$ cat src/rtl/mem_arbiter.sv
// mem_arbiter: shares the single unified instruction/data memory between the
// CPU datapath and the program loader. Each access is an issue/ack pair of
// cycles. Contention is resolved round-robin. Loader bursts yield to a
// waiting CPU after MAX_BURST beats.
module mem_arbiter #(
    parameter int unsigned ADDR_W    = 32,
    parameter int unsigned DATA_W    = 32,
    parameter int unsigned MAX_BURST = 8
) (
    input  logic              clk_i,
    input  logic              rst_ni,

    // CPU port
    input  logic              cpu_req_i,
    input  logic              cpu_we_i,
    input  logic [ADDR_W-1:0] cpu_addr_i,
    input  logic [DATA_W-1:0] cpu_wdata_i,
    output logic [DATA_W-1:0] cpu_rdata_o,
    output logic              cpu_ack_o,
    output logic              cpu_stall_o,

    // Loader port
    input  logic              ldr_req_i,
    input  logic              ldr_we_i,
    input  logic [ADDR_W-1:0] ldr_addr_i,
    input  logic [DATA_W-1:0] ldr_wdata_i,
    output logic [DATA_W-1:0] ldr_rdata_o,
    output logic              ldr_ack_o,

    // Memory port
    output logic [ADDR_W-1:0] mem_addr_o,
    output logic [DATA_W-1:0] mem_wdata_o,
    output logic              mem_we_o,
    input  logic [DATA_W-1:0] mem_rdata_i
);

    localparam int unsigned BeatW = $clog2(MAX_BURST + 1);
    localparam logic [BeatW-1:0] BurstMax = BeatW'(MAX_BURST);

    typedef enum logic [2:0] {
        StIdle,
        StCIssue,
        StCAck,
        StLIssue,
        StLAck
    } state_e;

    state_e           state_q, state_d;
    logic             last_grant_q, last_grant_d;  // 0 = CPU, 1 = loader
    logic [BeatW-1:0] beat_cnt_q, beat_cnt_d;
    logic [BeatW-1:0] beat_inc;
    logic             sel_ldr;

    // State registers with synchronous active-low reset.
    always_ff @(posedge clk_i) begin
        if (!rst_ni) begin
            state_q      <= StIdle;
            last_grant_q <= 1'b1;
            beat_cnt_q   <= '0;
        end else begin
            state_q      <= state_d;
            last_grant_q <= last_grant_d;
            beat_cnt_q   <= beat_cnt_d;
        end
    end

    // Next-state logic: arbitration, burst counting and bounded loader grant.
    always_comb begin
        state_d      = state_q;
        last_grant_d = last_grant_q;
        beat_cnt_d   = beat_cnt_q;
        // Saturate so an unopposed loader can stream indefinitely without wrap.
        beat_inc     = (beat_cnt_q >= BurstMax) ? beat_cnt_q : beat_cnt_q + 1'b1;

        unique case (state_q)
            StIdle: begin
                if (cpu_req_i && ldr_req_i) begin
                    // Grant the side that was not served most recently.
                    if (last_grant_q) begin
                        state_d = StCIssue;
                    end else begin
                        state_d    = StLIssue;
                        beat_cnt_d = '0;
                    end
                end else if (cpu_req_i) begin
                    state_d = StCIssue;
                end else if (ldr_req_i) begin
                    state_d    = StLIssue;
                    beat_cnt_d = '0;
                end
            end
            StCIssue: state_d = StCAck;
            StCAck: begin
                last_grant_d = 1'b0;
                state_d      = StIdle;
            end
            StLIssue: state_d = StLAck;
            StLAck: begin
                last_grant_d = 1'b1;
                beat_cnt_d   = beat_inc;
                // Continue the burst unless a waiting CPU has hit the beat limit.
                if (ldr_req_i && !(cpu_req_i && (beat_inc >= BurstMax))) begin
                    state_d = StLIssue;
                end else begin
                    state_d = StIdle;
                end
            end
            default: state_d = StIdle;
        endcase
    end

    // Memory-side mux: the issuing port drives memory, otherwise the last grantee.
    always_comb begin
        sel_ldr = last_grant_q;
        if (state_q == StCIssue) begin
            sel_ldr = 1'b0;
        end else if (state_q == StLIssue) begin
            sel_ldr = 1'b1;
        end
        mem_addr_o  = sel_ldr ? ldr_addr_i  : cpu_addr_i;
        mem_wdata_o = sel_ldr ? ldr_wdata_i : cpu_wdata_i;
        // Writes only in issue cycles, and never while reset is asserted.
        mem_we_o    = rst_ni &
                      (((state_q == StCIssue) & cpu_req_i & cpu_we_i) |
                       ((state_q == StLIssue) & ldr_req_i & ldr_we_i));
    end

    // Requester-side outputs: ack pulses suppressed in reset, read data passed through.
    always_comb begin
        cpu_ack_o   = rst_ni & (state_q == StCAck);
        ldr_ack_o   = rst_ni & (state_q == StLAck);
        cpu_stall_o = cpu_req_i & ~cpu_ack_o;
        cpu_rdata_o = mem_rdata_i;
        ldr_rdata_o = mem_rdata_i;
    end

endmodule
$ cat config.mk
export PLATFORM = sky130hd
export DESIGN_NAME = mem_arbiter
export DESIGN_NICKNAME = d
export VERILOG_FILES = /design/src/rtl/mem_arbiter.sv
export SDC_FILE = /design/constraint.sdc
export NUM_CORES = 1
export LEC_CHECK = 0
export CAP_MARGIN = 40
export CORE_AREA = 2 2 117 119
export CTS_BUF_LIST = sky130_fd_sc_hd__clkbuf_4
export DETAILED_ROUTE_END_ITERATION = 10
export DIE_AREA = 0 0 119 121
export GPL_ROUTABILITY_DRIVEN = 0
export HOLD_SLACK_MARGIN = 0.03
export PLACE_DENSITY = 0.63
export SYNTH_ARGS = -nofsm -noshare
export SYNTH_HDL_FRONTEND = slang
export SYNTH_SLANG_ARGS = --single-unit
export TNS_END_PERCENT = 20
$ cat constraint.sdc
create_clock -name clk_i -period 3.5 [get_ports clk_i]
set_input_delay 0.525 -clock clk_i [delete_from_list [all_inputs] [get_ports clk_i]]
set_output_delay 0.525 -clock clk_i [all_outputs]
set_load 0.02 [all_outputs]
# Word-level counts from Yosys, hierarchy flattened

Index checks and enable logic that the tools add are counted.

Flip-flop bits (word level): 8
Logic and storage cells: 49

Add/subtract/negate cells: 1
Magnitude comparators: 2
Equality and inequality tests: 8
Muxes and demuxes: 17
Bitwise gates (word level): 10
Reduce and logical (&&, ||, !) cells: 8

Operator list:

| kind                                           | count |
|---|---|
| 2-to-1 mux 32 bit                              | 2 |
| 2-to-1 mux 4 bit                               | 5 |
| case mux 3 bit (4 select lines)                | 1 |
| 2-to-1 mux 3 bit                               | 3 |
| inequality test 3 bit (second input constant)  | 3 |
| bitwise AND 1 bit                              | 8 |
| >= comparator 4 bit (second input constant)    | 2 |
| case mux 4 bit (2 select lines)                | 1 |
| == test 3 x 2 -> 1 bit (second input constant) | 2 |
| adder 4 x 1 -> 4 bit (second input constant)   | 1 |
| 2-to-1 mux 2 bit                               | 2 |
| inequality test 4 bit (second input constant)  | 1 |
| AND reduction 4 bit                            | 1 |
| nonzero test 2 bit                             | 2 |
| == test 3 x 1 -> 1 bit (second input constant) | 1 |
| == test 3 bit (second input constant)          | 1 |
| logical AND 1 bit                              | 3 |
| zero test 3 bit                                | 1 |
| 2-to-1 mux 1 bit                               | 2 |
| case mux 1 bit (2 select lines)                | 1 |
| zero test 1 bit                                | 1 |
| NOT 1 bit                                      | 1 |
| bitwise OR 1 bit                               | 1 |

# Depth between registers and ports, before layout

Gate-level depths: netlist of run 1.

Depth after elaboration: 8
Mapped depth: 4
Gate-level depth less buffers: 4

# Worst setup path before layout of run 1

Ideal clock, no wire load.

Path type: flip-flop to output port
From: register state_q[2]
To: output port mem_addr_o[7]
Arrival time: 1.549 ns
Required time: 2.975 ns
Path slack: 1.426 ns
Cell stages (with the launch flop): 5
Path buffers: 1
Cells stage by stage: dfxtp_1 > nand2b_4 > mux2i_4 > buf_6 > mux2_1

Word-level cells in the longest chain between the ends: 4

Ends and longest elaborated chain:

| item                     | line | text |
|---|---|---|
| start: declaration       | 48   | `state_e state_q, state_d;` |
| start signal: assignment | 57   | `state_q <= StIdle;` |
| start signal: assignment | 61   | `state_q <= state_d;` |
| == test 3 x 2 -> 1 bit   | 117  | `end else if (state_q == StLIssue) begin` |
| 2-to-1 mux 1 bit         | 117  |  |
| 2-to-1 mux 1 bit (*)     | 115  | `if (state_q == StCIssue) begin` |
| 2-to-1 mux 32 bit (*)    | 120  | `mem_addr_o = sel_ldr ? ldr_addr_i : cpu_addr_i;` |
| end: declaration         | 31   | `output logic [ADDR_W-1:0] mem_addr_o,` |

Every way passes the cells marked *; elsewhere a longest branch is shown, timed or not.

# Worst setup path in the final report of run 1

From: register state_q[2]
To: output port mem_wdata_o[29]

Word-level cells in the longest chain between the ends: 4

Ends and longest elaborated chain:

| item                   | line | text |
|---|---|---|
| == test 3 x 2 -> 1 bit | 117  |  |
| 2-to-1 mux 1 bit       | 117  |  |
| 2-to-1 mux 1 bit (*)   | 115  |  |
| 2-to-1 mux 32 bit (*)  | 121  | `mem_wdata_o = sel_ldr ? ldr_wdata_i : cpu_wdata_i;` |
| end: declaration       | 32   | `output logic [DATA_W-1:0] mem_wdata_o,` |

Marks and branches as above.

==> impl_metrics.yaml, run 1 <==
route:
  top_signal_layer_used: "met4"
  finalWirelength_um: 9090
  routedLengthMet1_um: 3610
  drtIter0Drc: 45
  drc: 0
  avgRoutedWirePerCell_um: 17.8
  detailedRoute.firstPassIterationCount: 4
  route.met2.wl_um: 4260
  number_of_vias_after_detailed_routing: 1958
  met3_routed_wirelength_um: 1010
  viasPerCell: 3.85
  drtAntennaViolNets: 0
clocking:
  clk_sinks: 8
  cts-root-buf: "clkbuf_4"
  post-cts-setup-buffer-count: 0
  clk-insertion-delay-late_ps: 260
  tritoncts: "done"
  cts-hold-fix-buffers: 0
  ctsResizeCount: 0
  htree_num_levels: 1
  clock_path_buffers: 2
  cts.reportedPaths.clkPinSlew_ps: 60
  cts-buffers-inserted: 3
outcome:
  outcome: "finished clean"
critical_path:
  critPathCaptureType: "output pin"
  critical_path.reg2reg.endpoint: "state_q[1]"
  timing.reg2reg.setup_slack_ps: 2040
  worstRegToRegCells: 3
  critical_path.startpoint_type: "register"
  critPathKind: "reg -> out"
  crit_fanout: 24
  reg2reg_launch_point: "state_q[0]"
  crit_arrival_ps: 2680
  cp_data_required_time_ps: 2970
floorplan:
  core_area_um2: 13100
  chipWidth_um: 119
  io_pins: 298
  row_count: 42
  die_height_um: 121
  floorplan.initialDensity_pct: 13.8
  die_area_um2: 14400
timing:
  slew_headroom_pct: 69.2
  max_frequency_mhz: 312
  finalSetupViolCount: 0
  tightestPinTransition_ps: 462
  tns_ps: 0
  final_report_max_slew_violation_count: 0
  post-route-min-period_ps: 3200
  worst_clock_skew_ps: 7.41
  rsz_0062_raised_after_global_routing: "no"
  finalCritPeriodShare_pct: 91.4
  hold_violations: 0
final_layout:
  area.growth.synth_to_final_pct: 94.6
  multi_input_area_um2: 1070
  register_area_um2: 160
  layout_commonest_cell: "clkdlybuf4s50_1"
  layout.nets: 503
  highest_count_cells_in_the_layout_ignoring_fill_and_taps: "201 x clkdlybuf4s50_1, 59 x mux2_2, 8 x nand2_1, 8 x dfxtp_1"
  num_antenna_cells: 0
  post_route_cells_drive_above_1_share_pct: 19.8
  layout.filler_cells: 1356
synth:
  synth_nets: 370
  ys.flop_type: "dfxtp_1"
  proportion_of_synthesized_chip_area_in_sequential_cells_pct: 8.84
  synth_enable_flop_cells: 0
  synth_async_sr_flop_share_pct: 0
  syn_area_um2: 1810
  yosys_warnings: 0
  yosys-top-cells-area: "mux2_2 37%, buf_4 27%, dfxtp_1 8.8%"
  synth_largest_type_area_fraction_pct: 36.7
  count_of_different_cell_masters_after_synthesis: 36
  yosys_register_bits: 8
  syn_area_per_cell_um2: 8.97
  syn-instance-count: 202
  synth_top_area_cell: "mux2_2"
job:
  number_of_max_cap_violations: 0
power_and_ir_drop:
  combinational_share_of_power_pct: 81.9
  power_leakage_nw: 1.25
  total_power_w: 0.000996
  vdd_ir_drop_max_mv: 0.120
  power.switching_w: 0.000391
  swShare_pct: 39.3
  power.clock.fraction_pct: 7.1
  cellPowerDensity_nw_per_um2: 283
  power.sequential.fraction_pct: 10.9
  cell_internal_pwr_w: 0.000605
global_routing:
  grt_first_pass_wirelength_um: 12500
  track_usage_pct: 11.5
  grt_start_max_net_pins: 41
  via_count_of_the_first_global_routing_pass: 2068
  antenna_found_initial: 0
  grt-ovfl-total: 0
min_path:
  hold_path_end: "beat_cnt_q[2]"
  min-delay-path-class: "reg -> reg"
  holdPathStages: 2
  worst_hold_startpoint: "beat_cnt_q[2]"
place:
  port_buffers: 201
  dp.final_hpwl_um: 7800
==> sequential cells by signal, summed over array words and instances, names as in the netlist <==
register,flops
beat_cnt_q,4
state_q,3
last_grant_q,1
==> cells in the mapped netlist, drive strengths merged (2+ instances only) <==
cell type and count:
mux2i 2, nand2 8, clkbuf 4, inv 4
dfxtp 8, nand2b 4, nor2 3, o22ai 2
mux2 64, and3 3, a21oi 2, ha 2
nor2b 5, buf 71, o21ai 4
==> power groups by stage <==
stage / combinational (W) / clock (W) / sequential, W
global route: 0.000855 / 0.0000770 / 0.000111
finish: 0.000816 / 0.0000711 / 0.000109
global placement: 0.000819 / 0 / 0.000110
CTS: 0.000828 / 0.0000732 / 0.000109
floorplan: 0.000523 / 0 / 0.000103
detailed placement: 0.000820 / 0 / 0.000111
==> how the worst max path moves through the flow <==
stage	startpoint	to	cells after the start
finish	state_q[2]	mem_wdata_o[29]	5
global route	state_q[2]	mem_addr_o[21]	5
CTS	state_q[2]	mem_wdata_o[29]	5
detailed placement	state_q[2]	mem_wdata_o[29]	5
global placement	state_q[2]	mem_addr_o[31]	5
floorplan	state_q[2]	mem_addr_o[7]	4
==> layer usage <==
metal	GRT usage (%)	up-vias
li1	-	907
met3	3.99	18
met5	0	-
met2	19.3	171
met4	3.35	0
met1	13.9	862
==> layout make-up <==
type / instances / area share (%)
flip-flops and latches: 8 / 4.54
multi-input cells: 115 / 30.3
clock buffers: 3 / 0.639
inverters: 4 / 0.426
repair buffers: 203 / 57.8
well taps: 176 / 6.25
==> worst max-delay path, cell delays in order (launching register included) <==
cell and delay (ps):
dfxtp_1 600, nand2b_4 240, mux2i_4 270, buf_4 350, mux2_2 380, clkdlybuf4s50_1 560
==> logic make-up after synthesis <==
group / count (synthesis) / synth area share [%]
buf+inv: 79 / 32.2
mux: 66 / 41.6
simple gates: 28 / 8.70
compound gates: 19 / 7.32
flops: 8 / 8.84
fa+ha+maj: 2 / 1.38
==> per-stage QoR <==
stage / area, um^2 / std cells / utilization [%] / setup WS (ps) / hold WS, ps
after floorplan: 1810 / 202 / - / 1430 / 485
after global placement: 3500 / 506 / 26.8 / 663 / 496
after detailed placement: 3500 / 506 / 26.8 / 562 / 545
after CTS: 3530 / 509 / 26.9 / 271 / 552
after global routing: 3530 / 509 / 26.9 / 160 / 569
final: 3530 / 509 / 26.9 / 300 / 554
Power figures use the tool's default switching activity.
==> run 2: changes to the inputs <==
==> constraint.sdc (replaced) <==
create_clock -name clk_i -period 3.5 [get_ports clk_i]
set_input_delay 1.05 -clock clk_i [delete_from_list [all_inputs] [get_ports clk_i]]
set_output_delay 1.05 -clock clk_i [all_outputs]
set_load 0.02 [all_outputs]
==> run 2 against run 1 <==
Compared with the run above: sequential share of layout area down 0.068 points; register-to-register slack got worse by 30 ps; design area is 1.5% higher; flip-flop and latch count is the same; global-route usage shrank 0.83 points; first-iteration DRC count down 22%; die area unchanged; routed wire length down 5.9%; critical endpoint is now mem_addr_o[7]; largest power group unchanged; clock power rose by 3.1%.
==> impl_metrics.yaml, run 2 (synthesis results as in run 1) <==
timing:
  worst_path_setup_slack_after_routing_ps: 96.7
  tightestPinTransition_ps: 396
  rsz_0062_raised_after_global_routing: "no"
  finalSetupViolCount: 0
  slew_headroom_pct: 73.5
  finalCritPeriodShare_pct: 97.2
  max_frequency_mhz: 294
  final_report_max_slew_violation_count: 0
  post-route-min-period_ps: 3400
  worst_hold_slack_ps: 529
  hold_violations: 0
  worst_clock_skew_ps: 2.99
route:
  avgRoutedWirePerCell_um: 16.7
  drtIter0Drc: 35
  drtAntennaViolNets: 0
  finalWirelength_um: 8550
  detailedRoute.firstPassIterationCount: 4
  drc: 0
  number_of_vias_after_detailed_routing: 1957
  viasPerCell: 3.81
place:
  port_buffers: 201
  dp.cells: 510
  post-place-ws_ps: -181
  dp.final_hpwl_um: 7170
final_layout:
  largest_register_ff_count: 4
  area.growth.synth_to_final_pct: 97.6
  num_antenna_cells: 0
  layout_commonest_cell: "clkdlybuf4s50_1"
  layout_top_registers: "beat_cnt_q: 4 flops, state_q: 3 flops, last_grant_q: 1 flops"
  finish.cell_count_without_fillers: 513
  largest-register: "beat_cnt_q"
  layout.nets: 507
  post_route_cells_drive_above_1_share_pct: 21.7
  highest_count_cells_in_the_layout_ignoring_fill_and_taps: "193 x clkdlybuf4s50_1, 59 x mux2_2, 8 x nand2_1, 8 x dfxtp_1"
clocking:
  cts-buffers-inserted: 3
  clock_path_buffers: 2
  cts.reportedPaths.clkPinSlew_ps: 50
  tritoncts: "done"
  clk-insertion-delay-late_ps: 260
  clk_sinks: 8
  post-cts-setup-buffer-count: 0
  htree_num_levels: 1
  cts-root-buf: "clkbuf_4"
global_routing:
  track_usage_pct: 10.7
  grt_first_pass_wirelength_um: 11700
  grt-ovfl-total: 0
  via_count_of_the_first_global_routing_pass: 1904
  grt_start_max_net_pins: 65
  antenna_found_initial: 0
floorplan:
  chipWidth_um: 119
  floorplan.initialDensity_pct: 13.8
  die_area_um2: 14400
  core_area_um2: 13100
  die_height_um: 121
  io_pins: 298
  row_count: 42
min_path:
  hold_path_end: "beat_cnt_q[2]"
  min-delay-path-class: "reg -> reg"
  worst_hold_startpoint: "beat_cnt_q[2]"
  holdPathStages: 2
critical_path:
  cp_data_required_time_ps: 2450
  critPathKind: "in -> out"
  critical_path.reg2reg.endpoint: "state_q[1]"
  critPathCaptureType: "output pin"
  crit_fanout: 1
  worstRegToRegCells: 4
  crit_arrival_ps: 2350
  timing.reg2reg.setup_slack_ps: 2010
  critical_path.startpoint_type: "input pin"
  reg2reg_launch_point: "state_q[0]"
power_and_ir_drop:
  power_leakage_nw: 1.30
  vdd_ir_drop_max_mv: 0.133
  cellPowerDensity_nw_per_um2: 284
job:
  number_of_max_cap_violations: 0
outcome:
  outcome: "finished clean"
run 2: cell count changes in the layout (fill, tap and decap cells not counted):
cell / previous run / this run
buf_12: 1 / 4
buf_4: 1 / 5
clkdlybuf4s50_1: 201 / 193
dlygate4sd2_1: 0 / 5
run 2: layer usage:
layer | GRT usage [%] | routed length, um | up-vias | part of all wire [%]
met5 | 0 | 0 | - | 0
met4 | 2.53 | 114 | 0 | 1.3
met3 | 4.04 | 1010 | 15 | 12
met2 | 17.3 | 3930 | 165 | 46
met1 | 13.4 | 3500 | 863 | 41
li1 | - | - | 914 | -
run 2: through the flow:
step                      utilization, %  instance area [um^2]  power (W)  setup TNS (ps)
final                               27.4                  3580    0.00102               0
after global routing                27.4                  3580    0.00107               0
after CTS                           27.4                  3580    0.00103               0
after detailed placement            27.2                  3560   0.000950            -375
after global placement              27.2                  3560   0.000951            -355
after floorplan                        -                  1810   0.000625               0
run 2: timing repair:
item,in CTS,in global routing
setup endpoints to repair,4,0
gates resized for setup,5,0
hold buffers,0,0
run 2: how the worst max path moves through the flow:
stage	start	end	slack [ps]	cells past startpoint
6_report	cpu_addr_i[7]	mem_addr_o[7]	100	3
5_1_grt	state_q[2]	mem_wdata_o[5]	50	5
4_1_cts	cpu_addr_i[7]	mem_addr_o[7]	80	3
3_5_place_dp	cpu_req_i	mem_we_o	-180	5
3_3_place_gp	cpu_req_i	mem_we_o	-170	5
2_1_floorplan	rst_ni	cpu_stall_o	510	4
run 2: worst max-delay path, stage by stage:
cell,delay (ps)
clkdlybuf4s50_1,400
mux2_1,340
clkdlybuf4s50_1,560
run 2: final cells by class:
class | instances | area (um^2)
fill | 1355 | 9510
timing repair buffer | 207 | 2090
sequential | 8 | 160
multi-input combinational | 115 | 1070
clock buffer | 3 | 22.5
tap | 176 | 220
inverter | 4 | 15.0
run 2: power breakdown:
group | internal, W | leakage [nW] | switching (W)
logic | 0.000480 | 1.22 | 0.000358
registers | 0.0000959 | 0.0651 | 0.00000817
clock network | 0.0000394 | 0.0138 | 0.0000339
total | 0.000616 | 1.30 | 0.000400
==> RTL edit 1 (flow settings as in run 1) <==
Set the parameter `MAX_BURST` to 16 (it was 8).
--- a/src/rtl/mem_arbiter.sv
+++ b/src/rtl/mem_arbiter.sv
@@ -5,7 +5,7 @@
 module mem_arbiter #(
     parameter int unsigned ADDR_W    = 32,
     parameter int unsigned DATA_W    = 32,
-    parameter int unsigned MAX_BURST = 8
+    parameter int unsigned MAX_BURST = 16
 ) (
     input  logic              clk_i,
     input  logic              rst_ni,
Formal check against the unedited RTL: no difference found for any inputs over 10 cycles, from zero or initial values and one cycle with rst_ni low; that may be too few to reach the edited logic, so the function may still have changed.
==> RTL edit 1 against run 1 <==
  * Critical endpoint is now mem_addr_o[31]
  * Routed wire length down 0.14%
  * Critical path depth did not move
  * Synthesized cell count unchanged
  * Power up 40%
  * Synthesized area increased by 14%
  * First-iteration DRC count increased to 3.3 times the old value
  * Sequential share of layout area grew 0.22 points
  * Global-route usage about the same
  * Largest cell class unchanged
  * Sequential cell count is 1 higher
  * Final cell count is 0.59% higher
  * Largest power group unchanged
  * Combinational power rose by 45%
  * Design area grew 7.4%
  * Worst setup slack improved by 0.035 ns
==> RTL edit 1: results (changes against run 1) <==
drt:
  dr_wl_met2_mm: 4.38  # +3.0%
  vias_per_cell: 3.92  # +2.0%
  drt_iter0_drc: 150  # +230%
  vias: 2009  # +2.6%
  wl_met1_mm: 3.37  # -6.7%
  avgRoutedWirePerCell_microns: 17.7  # -0.73%
  dr.max_layer_used: "met5"
finish:
  n_clock_buffer: 4  # +1
  multi_input_area_share_pct: 34.4  # +4.1 points
  nets: 505  # +0.40%
  nFillCells: 1331  # -1.8%
  nFlopsAndLatches: 9  # +1
  buffer_area_share_pct: 53.9  # -4.0 points
  clock_area_share_pct: 0.793  # +0.15 points
  largest_registers: "beat_cnt_q (5), state_q (3), last_grant_q (1)"
global_routing:
  grt_use_met3_pct: 5.92  # +1.9 points
  use_met2_pct: 19.7  # +0.47 points
  grt_max_degree: 53  # +29%
  grt_pass1_vias: 2054  # -0.68%
  grt_pass1_wl_mm: 12.6  # +0.61%
  use_met1_pct: 12.6  # -1.3 points
  antenna_found_initial: 1  # +1
power:
  comb-power_mw: 1.18  # +45%
  seq_power_share_pct: 9.0  # -1.9 points
  ir_worst_vdd_mv: 0.139  # +16%
  power.switching_mw: 0.557  # +42%
worst_setup_path:
  cp.arrival_ns: 2.64  # -0.04 ns
  slowest_stage: "clkdlybuf4s50_1"
  critical-path-max-stage-delay_ns: 0.54  # -0.06 ns
  crit_fanout: 52  # +120%
synth:
  synthTopCellsByCount: "buf_4 (64), mux2_4 (60), dfxtp_1 (9)"
  yosys.area_share.adder_pct: 1.22  # -0.16 points
  synth_compound_area_share_pct: 7.60  # +0.28 points
  yosys-top-cells-area: "mux2_4 (44%), buf_4 (23%), dfxtp_1 (8.8%), buf_6 (3.3%), mux2_2 (2.2%)"
  synth_mux_area_share_pct: 47.1  # +5.5 points
  syn_avg_cell_area_sq_um: 10.2  # +14%
placement:
  pre_cts_ws_ns: 0.588  # +0.0263 ns
  dp_hpwl_mm: 7.54  # -3.5%
outcome:
  status: "complete, no violations"
timing:
  clock_skew_ns: 0.00566  # -0.00175 ns
  relSlewSlack_pct: 50.7  # -18 points
cts:
  cts-resized-gates: 0  # unchanged
  cts_setup_buffers: 0  # unchanged
-- RTL edit 1: cell types whose count changed in the layout (fill, tap and decap cells not counted), sizes merged, moves of 2 or more --
cell           run 1  this run
nand2              8         3
o31ai              1         3
and3               3         5
nand3              1         4
nand2b             4         2
nor2b              5         2
o22ai              2         0
a21oi              2         5
-- RTL edit 1: metrics by stage --
stage                     cell area, sq um  total power, mW
after floorplan                       2060            0.914
after global placement                3760             1.31
after detailed placement              3760             1.32
after CTS                             3790             1.42
after global routing                  3790             1.46
final                                 3790             1.40
-- RTL edit 1: path summary, 6_finish.rpt --
| kind | to | start | depth (start not counted) | slack, ns |
|---|---|---|---|---|
| setup / recovery | mem_addr_o[31] | state_q[2] | 5 | 0.33 |
| hold / removal | beat_cnt_q[3] | beat_cnt_q[3] | 2 | 0.49 |
| setup reg to reg | beat_cnt_q[2] | state_q[2] | 3 | 1.68 |
| hold reg to reg | beat_cnt_q[3] | beat_cnt_q[3] | 2 | 0.49 |
==> RTL edit 2 (settings of run 1) <==
Made on the original files. The 5 states of `state_e` get a one-hot encoding in 5 bits.
--- a/src/rtl/mem_arbiter.sv
+++ b/src/rtl/mem_arbiter.sv
@@ -37,12 +37,12 @@
     localparam int unsigned BeatW = $clog2(MAX_BURST + 1);
     localparam logic [BeatW-1:0] BurstMax = BeatW'(MAX_BURST);
 
-    typedef enum logic [2:0] {
-        StIdle,
-        StCIssue,
-        StCAck,
-        StLIssue,
-        StLAck
+    typedef enum logic [4:0] {
+        StIdle   = 5'b00001,
+        StCIssue = 5'b00010,
+        StCAck   = 5'b00100,
+        StLIssue = 5'b01000,
+        StLAck   = 5'b10000
     } state_e;
 
     state_e           state_q, state_d;
Behaviour: no difference found for any inputs over 10 cycles, from zero or initial values and one cycle with rst_ni low; not proved beyond that.
==> RTL edit 2 against run 1 <==
  * Hold slack got worse by 0.064 ns
  * Global-route usage hardly changed
  * Worst setup slack got worse by 0.089 ns
  * Largest power group unchanged
  * Routed wire length grew 2.5%
  * Design area is 9.3% higher
  * Sequential cell count grew 2
  * Synthesized area is 22% higher
  * Critical path type unchanged
  * Power shrank 22%
  * Final cell count is 0.98% higher
==> RTL edit 2: results (changes against run 1) <==
power:
  cellLeakagePower_nw: 1.47  # +18%
  ir_worst_vdd_mv: 0.124  # +3.4%
synth:
  synth_nets: 376  # +1.6%
  synth.distinct_cells: 41  # +14%
  yosys-top-cells-area: "mux2_4 (41%), buf_4 (22%), dfxtp_1 (9.1%), buf_12 (5.5%), mux2_1 (2.0%)"
  yosysSeqAreaShare_pct: 9.09  # +0.25 points
  synthTopCellsByCount: "buf_4 (64), mux2_4 (60), dfxtp_1 (10)"
  synthCells: 208  # +3.0%
finish:
  largest_registers: "state_q (5), beat_cnt_q (4), last_grant_q (1)"
  nFlopsAndLatches: 10  # +2
  buffer_area_share_pct: 52.7  # -5.1 points
  multi_input_area_share_pct: 35.2  # +4.9 points
  n_all_buffers: 202  # -0.49%
  drive_above_1_share_pct: 21.3  # +1.5 points
  nets: 508  # +0.99%
  sh_seq_area_pct: 5.20  # +0.65 points
  multi_input_gates: 117  # +1.7%
placement:
  dp.cells: 511  # +0.99%
  dp_hpwl_mm: 7.84  # +0.41%
worst_setup_path:
  startpoint: "state_q[0]"
  slowest_stage: "clkdlybuf4s50_1"
  critical-path-max-stage-delay_ns: 0.58  # -0.02 ns
  crit_fanout: 60  # +150%
  reg2reg_depth: 4  # +1
drt:
  vias_per_cell: 3.99  # +3.8%
  avgRoutedWirePerCell_microns: 18.1  # +1.5%
  dr_wl_met2_mm: 4.08  # -4.1%
  wl_met3_mm: 1.21  # +19%
  drt_iter0_drc: 87  # +93%
timing:
  worst_slew_pin_slew_ns: 0.563  # +0.101 ns
outcome:
  status: "complete, no violations"
global_routing:
  grt_pass1_wl_mm: 12.8  # +2.2%
  grt_use_total_pct: 11.5  # +0.033 points
RTL edit 2: changes by cell type after synthesis, sizes merged, moves of 3 or more:
cell | before | now
buf | 71 | 75
nand2b | 4 | 1
nor2b | 5 | 0
clkbuf | 4 | 0
RTL edit 2: cell families after synthesis:
family | share of synthesized area (%)
compound gates | 6.88
xor+xnor | 0.398
fa+ha+maj | 1.14
buf+inv | 29.7
flops | 9.09
mux | 44.3
simple gates | 8.47
RTL edit 2: layer usage:
metal  track usage, %  vias to the layer above
met4             1.49                        0
met3             6.91                        4
met5                0                        -
li1                 -                      927
met2             17.6                      179
met1             14.2                      943
RTL edit 2: through the flow:
stage | cell area, sq um | utilization [%]
after floorplan | 2200 | -
after global placement | 3830 | 29.3
after detailed placement | 3830 | 29.3
after CTS | 3850 | 29.4
after global routing | 3850 | 29.4
final | 3850 | 29.4
RTL edit 2: power breakdown:
part           leakage [nW]  internal [mW]  switching (mW)
Sequential           0.0814          0.121          0.0179
Combinational          1.37          0.346           0.213
Clock                0.0138         0.0396          0.0365
